===== src/rtl/mux8to1_stream_arb.sv =====
// 8-to-1 valid/ready stream merge with round-robin arbitration and optional
// packet locking. Output channel is fully registered; each beat carries the
// number of the channel it came from.
module mux8to1_stream_arb #(
    parameter int unsigned WIDTH   = 8,
    parameter bit          LOCK_EN = 1'b1
) (
    input  logic               clk,
    input  logic               rst_n,
    input  logic [7:0]         in_valid,
    input  logic [8*WIDTH-1:0] in_data,
    input  logic [7:0]         in_last,
    output logic [7:0]         in_ready,
    output logic               out_valid,
    output logic [WIDTH-1:0]   out_data,
    output logic [2:0]         out_sel,
    output logic               out_last,
    input  logic               out_ready
);

    typedef enum logic [0:0] {
        StIdle,
        StLocked
    } state_e;

    state_e           state_q, state_d;
    logic [2:0]       rr_ptr_q, rr_ptr_d;
    logic [2:0]       lock_ch_q, lock_ch_d;

    logic             load_en;
    logic             grant_vld;
    logic [2:0]       grant;
    logic [2:0]       scan_idx;
    logic             accept;
    logic [WIDTH-1:0] sel_data;
    logic             sel_last;

    // Output register can take a new beat when empty or when its beat leaves.
    assign load_en = ~out_valid | out_ready;

    // Grant selection: lock owner only while locked, else first requester from rr_ptr.
    always_comb begin
        grant     = rr_ptr_q;
        grant_vld = 1'b0;
        scan_idx  = rr_ptr_q;
        if (state_q == StLocked) begin
            grant     = lock_ch_q;
            grant_vld = in_valid[lock_ch_q];
        end else begin
            // Descending scan so the requester closest to rr_ptr is written last and wins.
            for (int i = 7; i >= 0; i--) begin
                scan_idx = rr_ptr_q + 3'(i);
                if (in_valid[scan_idx]) begin
                    grant     = scan_idx;
                    grant_vld = 1'b1;
                end
            end
        end
    end

    // Accept strobe back to the granted source; forced low while in reset.
    always_comb begin
        in_ready = '0;
        if (rst_n && load_en && grant_vld) begin
            in_ready[grant] = 1'b1;
        end
    end

    assign accept = |in_ready;

    // Data and end-of-packet flag of the granted channel.
    always_comb begin
        sel_data = '0;
        for (int k = 0; k < 8; k++) begin
            if (grant == 3'(k)) begin
                sel_data = in_data[k*WIDTH +: WIDTH];
            end
        end
        sel_last = in_last[grant];
    end

    // Arbitration FSM next state: pointer advances past a channel once its packet ends.
    always_comb begin
        state_d   = state_q;
        rr_ptr_d  = rr_ptr_q;
        lock_ch_d = lock_ch_q;
        unique case (state_q)
            StIdle: begin
                if (accept) begin
                    if (sel_last || !LOCK_EN) begin
                        rr_ptr_d = grant + 3'd1;
                    end else begin
                        lock_ch_d = grant;
                        state_d   = StLocked;
                    end
                end
            end
            StLocked: begin
                if (accept && sel_last) begin
                    rr_ptr_d = lock_ch_q + 3'd1;
                    state_d  = StIdle;
                end
            end
            default: state_d = StIdle;
        endcase
    end

    // Arbitration state registers.
    always_ff @(posedge clk or negedge rst_n) begin
        if (!rst_n) begin
            state_q   <= StIdle;
            rr_ptr_q  <= '0;
            lock_ch_q <= '0;
        end else begin
            state_q   <= state_d;
            rr_ptr_q  <= rr_ptr_d;
            lock_ch_q <= lock_ch_d;
        end
    end

    // Output stage: load on accept, empty on a free slot with no accept, hold on stall.
    always_ff @(posedge clk or negedge rst_n) begin
        if (!rst_n) begin
            out_valid <= 1'b0;
            out_data  <= '0;
            out_sel   <= '0;
            out_last  <= 1'b0;
        end else if (load_en) begin
            out_valid <= accept;
            if (accept) begin
                out_data <= sel_data;
                out_sel  <= grant;
                out_last <= sel_last;
            end
        end
    end

endmodule

===== config.mk =====
export PLATFORM = sky130hd
export DESIGN_NAME = mux8to1_stream_arb
export DESIGN_NICKNAME = d
export VERILOG_FILES = /design/src/rtl/mux8to1_stream_arb.sv
export SDC_FILE = /design/constraint.sdc
export NUM_CORES = 1
export LEC_CHECK = 0
export ABC_AREA = 1
export BUFFER_PORTS_ARGS = -buffer_cell sky130_fd_sc_hd__buf_2
export CAP_MARGIN = 20
export CELL_PAD_IN_SITES_DETAIL_PLACEMENT = 1
export CELL_PAD_IN_SITES_GLOBAL_PLACEMENT = 2
export CORE_MARGIN = 2
export CORE_UTILIZATION = 26
export DETAILED_ROUTE_END_ITERATION = 10
export GPL_ROUTABILITY_DRIVEN = 1
export PLACE_DENSITY = 0.95
export SYNTH_ARGS = -nofsm -noshare
export SYNTH_HDL_FRONTEND = slang
export SYNTH_SLANG_ARGS = --single-unit

===== constraint.sdc =====
create_clock -name clk -period 7.2 [get_ports clk]
set_input_delay 1.8 -clock clk [delete_from_list [all_inputs] [get_ports clk]]
set_output_delay 1.8 -clock clk [all_outputs]
set_load 0.01 [all_outputs]

==> flow_summary.yaml <==
timing:
  maxClockFrequency_mhz: 164
  fin_ws_ns: 1.09
  tightest_slew_ns: 0.684
  final_max_slew_viol_count: 0
  rsz0062_at_grt: "false"
  fin_setup_tns_ns: 0
  finalCritPeriodShare: 0.848
  clock_skew_ns: 0.00279
  setup_viol_count_final: 0
  finalWorstPathRequiredPeriod_ns: 6.11
  hold_viol_final: 0
  slew_headroom: 0.544
layout:
  final_common_cell: "nand2_1"
  area_delta_synth_final_pct: 24.5
  final_cell_mix: "nand2_1 (176), buf_2 (103), nand3_1 (81)"
  antennaDiodeCount: 0
  seqCellArea_sq_um: 500
  fin_area_sq_um: 3340
  fin_util: 0.328
  multi_input_area_sq_um: 1760
  nets: 666
  drive_above_1_share: 0.268
  fillers: 1445
floorplanning:
  dieHeight_um: 106
  die_x_um: 106
  ios: 104
  floorplan.core_area_sq_um: 10200
  die_area_sq_um: 11200
  rows: 37
  initial_utilization: 0.264
logic_synthesis:
  ys_ff_latch: 20
  synth_top_family_by_area: "simple AND/OR/NAND/NOR gates"
  synth_nets: 574
  synthAdderAreaFrac: 0.0326
  synth.distinct_cells: 33
  muxShareOfSynthArea: 0
  avgSynthCellArea_sq_um: 5.55
  synthArstFlopShare: 1.00
  synthSimpleGateAreaFrac: 0.527
  syn_area_sq_um: 2690
  synth_cells: 484
  ys_warn_count: 0
  synth-edff-count: 0
  ys.flop_type: "dfrtp_1"
  synth_compound_area_frac: 0.0783
  synth_xor_area_frac: 0.0186
  yosysSeqAreaShare: 0.186
cts:
  cts_buffer_depth: 2
  cts_resized: 0
  clkLatencyLatePin_ns: 0.26
  cts_setup_buffers: 0
  numCtsBuffers: 3
  path_clk_slew_ns: 0.07
  htree_num_levels: 1
  cts_tree: "yes"
  cts-root-buf: "clkbuf_8"
  clkSinkCount: 20
  hold_buffers: 0
critical_path:
  required_ns: 5.40
  slowest_delay_ns: 0.44
  crit_top_cell: "nand2_1"
  cp_slowest_cell: "nand2_1"
  worstPathMaxFanout: 17
  worstSetupPathType: "primary input to output pin"
  end_kind: "output pin"
  arrival_ns: 4.31
  crit_path_cell_trace: "buf_2 -> nand2_2 -> nand3_1 -> nand3_1 -> nand2_1 -> nor4_1 -> nand4_1 -> nand2_1 -> inv_1 -> nand2_1 -> nor2_1 -> buf_2"
  startpoint_type: "primary input"
drt:
  wl_per_cell_um: 13.9
  ant_nets: 0
  drt_iter0_drc: 107
  vias_per_cell: 4.72
  vias: 3358
  drc: 0
  first_pass_iters: 4
  drt-total-wl_um: 9880
global_route:
  grt_pass1_vias: 3450
  top_usage_layer: "met2"
  antenna_found_initial: 0
  grt_pass1_wl_um: 16400
  gr-total-overflow: 0
  use_met2: 0.332
  grt_max_degree: 32
  use_met3: 0.0186
  grt_usage: 0.182
  met1_usage: 0.232
pwr:
  power_density_nw_per_um2: 575
  peakVddDrop_mv: 0.159
  p_leak_nw: 2.01
placement:
  placed_area_sq_um: 3270
  gp_congestion: 0.920
  dp.final_hpwl_um: 8340
  io_buffers: 103
  dp_slack_ns: 1.11
run_status:
  status: "finished clean"
run:
  drv_cap: 0
worst_hold_path:
  hp-class: "flop to flop"
-- through the flow --
| stage | power, mW | hold WS, ns | instances |
|---|---|---|---|
| floorplan | 1.42 | 0.442 | 484 |
| global route | 2.17 | 0.513 | 711 |
| detailed placement | 1.82 | 0.472 | 707 |
| finish | 1.92 | 0.490 | 711 |
| CTS | 1.94 | 0.490 | 711 |
| global placement | 1.78 | 0.458 | 707 |
-- final timing paths --
| kind | cells past startpoint | start | slack [ns] | to |
|---|---|---|---|---|
| max in group asynchronous | 1 | rst_n | 5.41 | rr_ptr_q[1] |
| setup reg to reg | 25 | rr_ptr_q[0] | 2.51 | out_data[0] |
| setup / recovery | 12 | in_valid[4] | 1.09 | in_ready[7] |
| hold reg to reg | 2 | lock_ch_q[1] | 0.49 | lock_ch_q[1] |
| min in group asynchronous | 1 | rst_n | 1.48 | out_last |
| hold / removal | 2 | lock_ch_q[1] | 0.49 | lock_ch_q[1] |
-- critical path, delay by kind of cell --
kind                   cells  cell delay (ns)
buffers and inverters      3             0.67
AND/OR/NAND/NOR            9             1.82
-- Yosys cell counts, drive strengths merged, types with 2 or more instances --
cell,count,area [sq um]
clkinv,3,11.3
nor2,23,113
nand3,86,455
xnor2,3,41.3
nand2,191,764
inv,83,312
clkbuf,5,18.8
a31oi,3,18.8
ha,7,87.6
buf,11,81.3
a32o,2,20.0
dfrtp,20,500
a21oi,12,60.1
o21ai,20,104
nand4,10,62.6
-- sequential cells by signal (all words and copies together) (netlist names), named ones only --
register / cells
lock_ch_q: 3
out_last: 1
out_valid: 1
out_data: 8
rr_ptr_q: 3
out_sel: 3
-- cell families after synthesis --
kind of cell	after synthesis
simple gates	313
buf+inv	102
compound gates	38
flops	20
fa+ha+maj	7
xor+xnor	4
-- per-layer routing --
metal  wire length (um)  vias up
met5                  0        -
met4                 75        0
met3                504        6
met2               4830      100
met1               4470     1550
li1                   -     1702
-- area by class of cell --
type / instances / area share
Sequential cell: 20 / 0.150
Timing Repair Buffer: 103 / 0.154
Clock inverter: 1 / 0.00899
Tap cell: 136 / 0.0509
Clock buffer: 3 / 0.0124
Multi-Input combinational cell: 362 / 0.527
Inverter: 86 / 0.0966
-- power by group --
group,switching (mW),leakage (nW),internal [mW]
Sequential,0.0671,0.249,0.166
Combinational,1.08,1.73,0.496
Clock,0.0388,0.0357,0.0742
No activity file was read; power rests on OpenSTA's default activity.
